`src/rtl/mu0_regfile.sv`:
```
// mu0_regfile -- DEPTH x WIDTH register bank for the MU0 datapath.
// It holds ACC, PC and scratch registers in one block.
//
// Ports:
//   Clk               clock; all state changes on the rising edge
//   Reset             synchronous, active-high; has priority over every other input
//   WrOp[1:0]         write operation: 00 none, 01 load, 10 increment, 11 clear
//   WrAddr[AW-1:0]    write target; an address >= DEPTH drops the write
//   WrData[WIDTH-1:0] load data, used only for WrOp = 01
//   RdEnX, RdAddrX    read port X (A/B); one-cycle registered read
//   RdDataX           registered read data; holds its value while RdEnX = 0,
//                     and reads 0 for an address >= DEPTH
//
// Build option: define MU0_REGFILE_BYPASS_EN to forward the value being
// written to a same-edge read of the same register. By default a read and a
// write to one register on the same edge return the old contents. Register
// contents are the same in both builds.
module mu0_regfile #(
  parameter int               WIDTH     = 16,
  parameter int               DEPTH     = 4,
  parameter logic [WIDTH-1:0] RESET_VAL = '0,
  localparam int              AW        = (DEPTH > 1) ? $clog2(DEPTH) : 1
) (
  input  logic             Clk,
  input  logic             Reset,
  input  logic [1:0]       WrOp,
  input  logic [AW-1:0]    WrAddr,
  input  logic [WIDTH-1:0] WrData,
  input  logic             RdEnA,
  input  logic [AW-1:0]    RdAddrA,
  output logic [WIDTH-1:0] RdDataA,
  input  logic             RdEnB,
  input  logic [AW-1:0]    RdAddrB,
  output logic [WIDTH-1:0] RdDataB
);

  localparam logic [1:0] OP_NONE = 2'b00;
  localparam logic [1:0] OP_LOAD = 2'b01;
  localparam logic [1:0] OP_INC  = 2'b10;

  logic [WIDTH-1:0] regs [DEPTH];

  logic             wr_ok;    // WrAddr names an existing register
  logic             wr_hit;   // a register will change this edge
  logic [WIDTH-1:0] wr_old;
  logic [WIDTH-1:0] wr_new;
  logic [WIDTH-1:0] rd_a;
  logic [WIDTH-1:0] rd_b;
  logic [WIDTH-1:0] rd_a_sel;
  logic [WIDTH-1:0] rd_b_sel;

  // The muxes scan the real register indices. Addresses that match no
  // register (>= DEPTH) fall through to the zero defaults, so a non-power-of-2
  // DEPTH needs no separate range check.
  always_comb begin
    wr_ok  = 1'b0;
    wr_old = '0;
    rd_a   = '0;
    rd_b   = '0;
    for (int i = 0; i < DEPTH; i++) begin
      if (WrAddr  == AW'(i)) begin
        wr_ok  = 1'b1;
        wr_old = regs[i];
      end
      if (RdAddrA == AW'(i)) rd_a = regs[i];
      if (RdAddrB == AW'(i)) rd_b = regs[i];
    end
  end

  always_comb begin
    case (WrOp)
      OP_LOAD: wr_new = WrData;
      OP_INC:  wr_new = wr_old + 1'b1;  // wraps modulo 2^WIDTH
      default: wr_new = '0;             // clear (the value is unused for none)
    endcase
    wr_hit = wr_ok && (WrOp != OP_NONE);
  end

`ifdef MU0_REGFILE_BYPASS_EN
  // Write-through: a read that collides with a live write sees the new value.
  assign rd_a_sel = (wr_hit && RdAddrA == WrAddr) ? wr_new : rd_a;
  assign rd_b_sel = (wr_hit && RdAddrB == WrAddr) ? wr_new : rd_b;
`else
  // Read-before-write: a colliding read returns the pre-edge contents.
  assign rd_a_sel = rd_a;
  assign rd_b_sel = rd_b;
`endif

  always_ff @(posedge Clk) begin
    if (Reset) begin
      for (int i = 0; i < DEPTH; i++) regs[i] <= RESET_VAL;
      RdDataA <= '0;
      RdDataB <= '0;
    end else begin
      for (int i = 0; i < DEPTH; i++)
        if (wr_hit && WrAddr == AW'(i)) regs[i] <= wr_new;
      if (RdEnA) RdDataA <= rd_a_sel;
      if (RdEnB) RdDataB <= rd_b_sel;
    end
  end

endmodule

```
`config.mk`:
```
export PLATFORM = sky130hd
export DESIGN_NAME = mu0_regfile
export DESIGN_NICKNAME = d
export VERILOG_FILES = /design/src/rtl/mu0_regfile.sv
export SDC_FILE = /design/constraint.sdc
export NUM_CORES = 1
export LEC_CHECK = 0
export ABC_AREA = 1
export CORE_MARGIN = 4
export CORE_UTILIZATION = 30
export CTS_CLUSTER_DIAMETER = 80
export DETAILED_ROUTE_END_ITERATION = 16
export SLEW_MARGIN = 20
export SYNTH_ARGS = -nofsm -noshare
export SYNTH_HDL_FRONTEND = slang
export SYNTH_SLANG_ARGS = --single-unit
```
`constraint.sdc`:
```
create_clock -name Clk -period 3.5 [get_ports Clk]
set_clock_uncertainty 0.1 [all_clocks]
set_input_delay 1.05 -clock Clk [delete_from_list [all_inputs] [get_ports Clk]]
set_output_delay 1.05 -clock Clk [all_outputs]
set_load 0.01 [all_outputs]
```
# After elaboration in Yosys (flattened, before gate mapping)
# Memory sizes are Yosys's and may differ from the RTL's.
# Cells that the tools add are included.
[word_totals]
ff_bits = 32
ram_bits = 64
out_inout_bits = 32
wordCells = 63
mem_count = 1
[memory_table]
columns = ["memory", "words", "word_bits", "rd", "rd_clocked_by_memory_dff", "write_ports", "line_no", "rtl"]
rows = [
  ["regs", 4, 16, 4, 0, 4, "41", "logic [WIDTH-1:0] regs [DEPTH];"],
]
[classes]
add_sub_neg = 1
n_eq_ne = 11
muxes = 35
bitwise_logic = 4
n_reduce_logical = 9
[ops]
columns = ["operator", "count"]
rows = [
  ["16-bit two-way mux", 16],
  ["16-bit one-hot mux with 2 select lines", 1],
  ["1-bit two-way mux", 18],
  ["16-bit by 1-bit adder with 16-bit output, second input constant", 1],
  ["2-bit equality test, second input constant", 7],
  ["2-bit by 1-bit equality test with 1-bit output, second input constant", 4],
  ["2-bit logical NOT", 3],
  ["1-bit logical AND", 5],
  ["1-bit bitwise OR", 4],
  ["2-bit nonzero test", 1],
]

# Longest topological paths before layout
[logic_depth]
ltp_word = 11
mapped_depth = 17

# Least setup slack after synthesis
# No wires, ideal clock.
[synth_path]
kind = "input-to-reg"
start = "input port WrAddr[1]"
end = "memory regs[2][0] (enable)"
setup_time_ps = 411
t_arrival_ps = 2768
required_ps = 2989
setup_slack_ps = 221
cell_stages = 6
cell_sequence = "buf_6 -> inv_4 -> buf_6 -> nor2_1 -> inv_1 -> o21ai_0"
[synth_lines]
columns = ["element", "line_no", "rtl"]
rows = [
  ["start: declaration", "27", "input logic [AW-1:0] WrAddr,"],
  ["end: declaration", "41", ""],
]

==> results.md <==
* Status: complete, no violations
* Leakage power at 2.54 nW
* Clock Latency Late Sink at approximately 350 ps
* Post-DP HPWL at 12.7 mm
* WL/cell at 16.8 um
* Via count at a little under 5000
* PortBufs at 59
* CTS tree: yes
* Clock root buffer: clkbuf_16
* Count leader, synth: nand2_1
* Period utilization at 90.6%
* Mean area per synthesized cell at 8.04 sq um
* Async SR Flop Fraction at 0%
* WP buf/inv at 5
* Top cells by count, synth: nand2_1 (138), nor2_1 (89), edfxtp_1 (64)
* Worst Setup SP: WrAddr[1]
* WL final at approximately 16 mm
* Post-CTS sizing at 0
* Top cell type's share of synthesized area at 36.0%
* Sequential-to-total area share from yosys stat at 48.0%
* CTS sink count at between 90 and 100
* Area after DPL at 6430 sq um
* Cell Area, Synth at roughly 5300 sq um
* Placement Rows at 48
* Hold_ws at 422 ps
* Hold Startpoint: RdDataA[13]$_SDFFE_PP0P_
* Final Non-Filler Cells at 975
* Crit. path cell count at 16
* Final setup violating endpoints at 0
* Largest net degree at the start of global routing at 33
* Final core occ at 38.5%
* Yosys reg bits at 96
* Final Cell Area at 6690 sq um
* Number of enable flip-flop cells after synthesis at 64
* GPL Wtd Cong at 0.880
* R2R Setup Slk at 1220 ps
* Initial antenna violation count at 0
* Vias in the first global route at 4645
* Normalized max-slew margin at 25.2%
* Pwr Total at approximately 2.7 mW
* Post-CTS setup buffer count at 0
* Clk buf depth at 2
* Pwr/cell area at 404 nW/um^2
* Startpoint types: input port
* DR pass1 iterations at 5
* Fin worst setup slack at 328 ps
* First-pass GRT wire length at 26.0 mm
* Dominant delay contributor by cell family on the critical path: buffers and inverters
* ANT cells at 0
* Tmin final at ~3200 ps
* Crit path max fanout at 13
* DIE AREA at 20000 sq um
* Ports at 60
* Top cells by area, synth: edfxtp_1 (36%), dfxtp_1 (12%), nand2_1 (9.7%)
* Nature of the critical path endpoint: register
* Reg2Reg Depth at 13
* Gr ovfl total at 0
* Post-DRT Antenna Nets at 0
* Hold_buf cts at 0
* TritonCTS Buffers at 9
* DR DRC count at 0
* Hold Path Cell Cnt at 2
* Core area at 17400 sq um
* Setup tns final at 0 ps
* Layout area overhead at 25.1%
* Crit-path slowest cell: clkdlybuf4s50_1
* Max-Cap Viols at 0
* Peak supply drop at 0.229 mV
* Yosys cell types at 41
* Total Routing Usage GR at 16.6%
* Worst-Margin Slew at 1120 ps
* Reg clk slew, reported paths at approximately 60 ps
* CP Data Arrival Time at 3170 ps
* 1st-iter DRT viols at 475
* CP max stage delay at about 500 ps
* Mapped Cells at 665
* Die W at approximately 140 um
* Mapped Nets at 697
* CP cell instances: clkdlybuf4s50_1 > buf_12 > inv_4 > or2_2 > nand3_1 > nand2_2 > ha_1 > inv_1 > nor2_1 > nand2_2 > buf_4 > nor2_2 > o21ai_0 > nand2_1 > nand2_1 > nor2_1
* Top_reg_cell synth: edfxtp_1
* Critical register-to-register path startpoint: regs[2][1]$_SDFFCE_PN0P_
* Layout cell share with drive strength beyond 1 at 13.5%
* RSZ-0062 raised after global routing: false
* Worst EP required at 3490 ps
* WS Path Type: in2reg
* Net count, final at 777
* Placed Cells incl. Taps at 959
* Die height at 141 um
* Post-Place Setup Slack at -26.4 ps
* Hold Fails Final Rpt at 0
* Cell taking the most area after synthesis: edfxtp_1
* Initial core utilization at 30.8%
* Synth warn at 0
* Htree depth at 3
* Via-to-Cell Ratio at 5.00
* Fmax achieved at 315 MHz
* Pins Over Slew Limit at 0
* Worst Hold Class: reg2reg
[state kept, by name, summed over array words and instances, names as in the netlist]
signal   cells
RdDataA     16
RdDataB     16
regs        64
[cell usage in the layout, fill, tap and decap left out, types with 2 or more instances in the layout]
cell	instances
nand3_1	41
o21ai_0	54
ha_1	4
nand3_2	2
nor2_4	4
inv_1	54
buf_4	39
inv_2	7
clkdlybuf4s50_1	59
nor2_2	3
or2_0	5
edfxtp_1	64
clkinv_2	4
clkinv_1	3
dfxtp_1	32
a21oi_1	33
nand4_1	2
nand2_1	138
a31oi_1	21
o22ai_1	20
o21ai_1	8
buf_12	6
nor2_1	89
or2_2	2
nand2_2	19
clkbuf_16	9
a221oi_1	14
[power by group]
group	internal, mW	switching [mW]	total, mW
clock	0.471	0.406	0.876
sequential	1.28	0.0494	1.33
combinational	0.206	0.291	0.497
[worst paths after layout]
path                                                 end
worst min register to register  RdDataA[13]$_SDFFE_PP0P_
worst max-delay path            regs[2][6]$_SDFFCE_PN0P_
worst min-delay path            RdDataA[13]$_SDFFE_PP0P_
worst max register to register  regs[2][6]$_SDFFCE_PN0P_
[final cells by class]
type                            instances  area, sq um
Clock buffer                           10          229
Clock inverter                          6         26.3
Fill cell                            1830        10700
Inverter                               63          240
Multi-Input combinational cell        471         2340
Sequential cell                        96         2560
Tap cell                              225          282
Timing Repair Buffer                  104         1000
[metal layers]
| layer | share of wire [%] | wire [um] | track usage, % |
|---|---|---|---|
| met3 | 7.0 | 1150 | 2.46 |
| met1 | 50 | 8110 | 25.3 |
| met2 | 42 | 6880 | 24.6 |
| met4 | 1.4 | 227 | 4.65 |
| met5 | 0 | 0 | 0 |
[cells by family (layout without fill, tap and decap cells)]
logic type | Yosys count | after routing | share of synthesized area, %
buffers and inverters | 98 | 183 | 8.19
AND/OR/NAND/NOR | 311 | 311 | 25.9
flip-flops | 96 | 96 | 48.0
AO/OA/AOI/OAI | 156 | 156 | 17.0
adder cells (fa/ha/maj) | 4 | 4 | 0.937
[worst reg2reg max path, cell delays in order, from the launching register on]
cell and delay (ps):
edfxtp_1 470, or2_2 330, nand3_1 120, nand2_2 70, ha_1 210, inv_1 70
nor2_1 50, nand2_2 80, buf_4 110, nor2_2 30, o21ai_0 140, nand2_1 70
nand2_1 120, nor2_1 70
No activity file was read; power rests on OpenSTA's default activity.
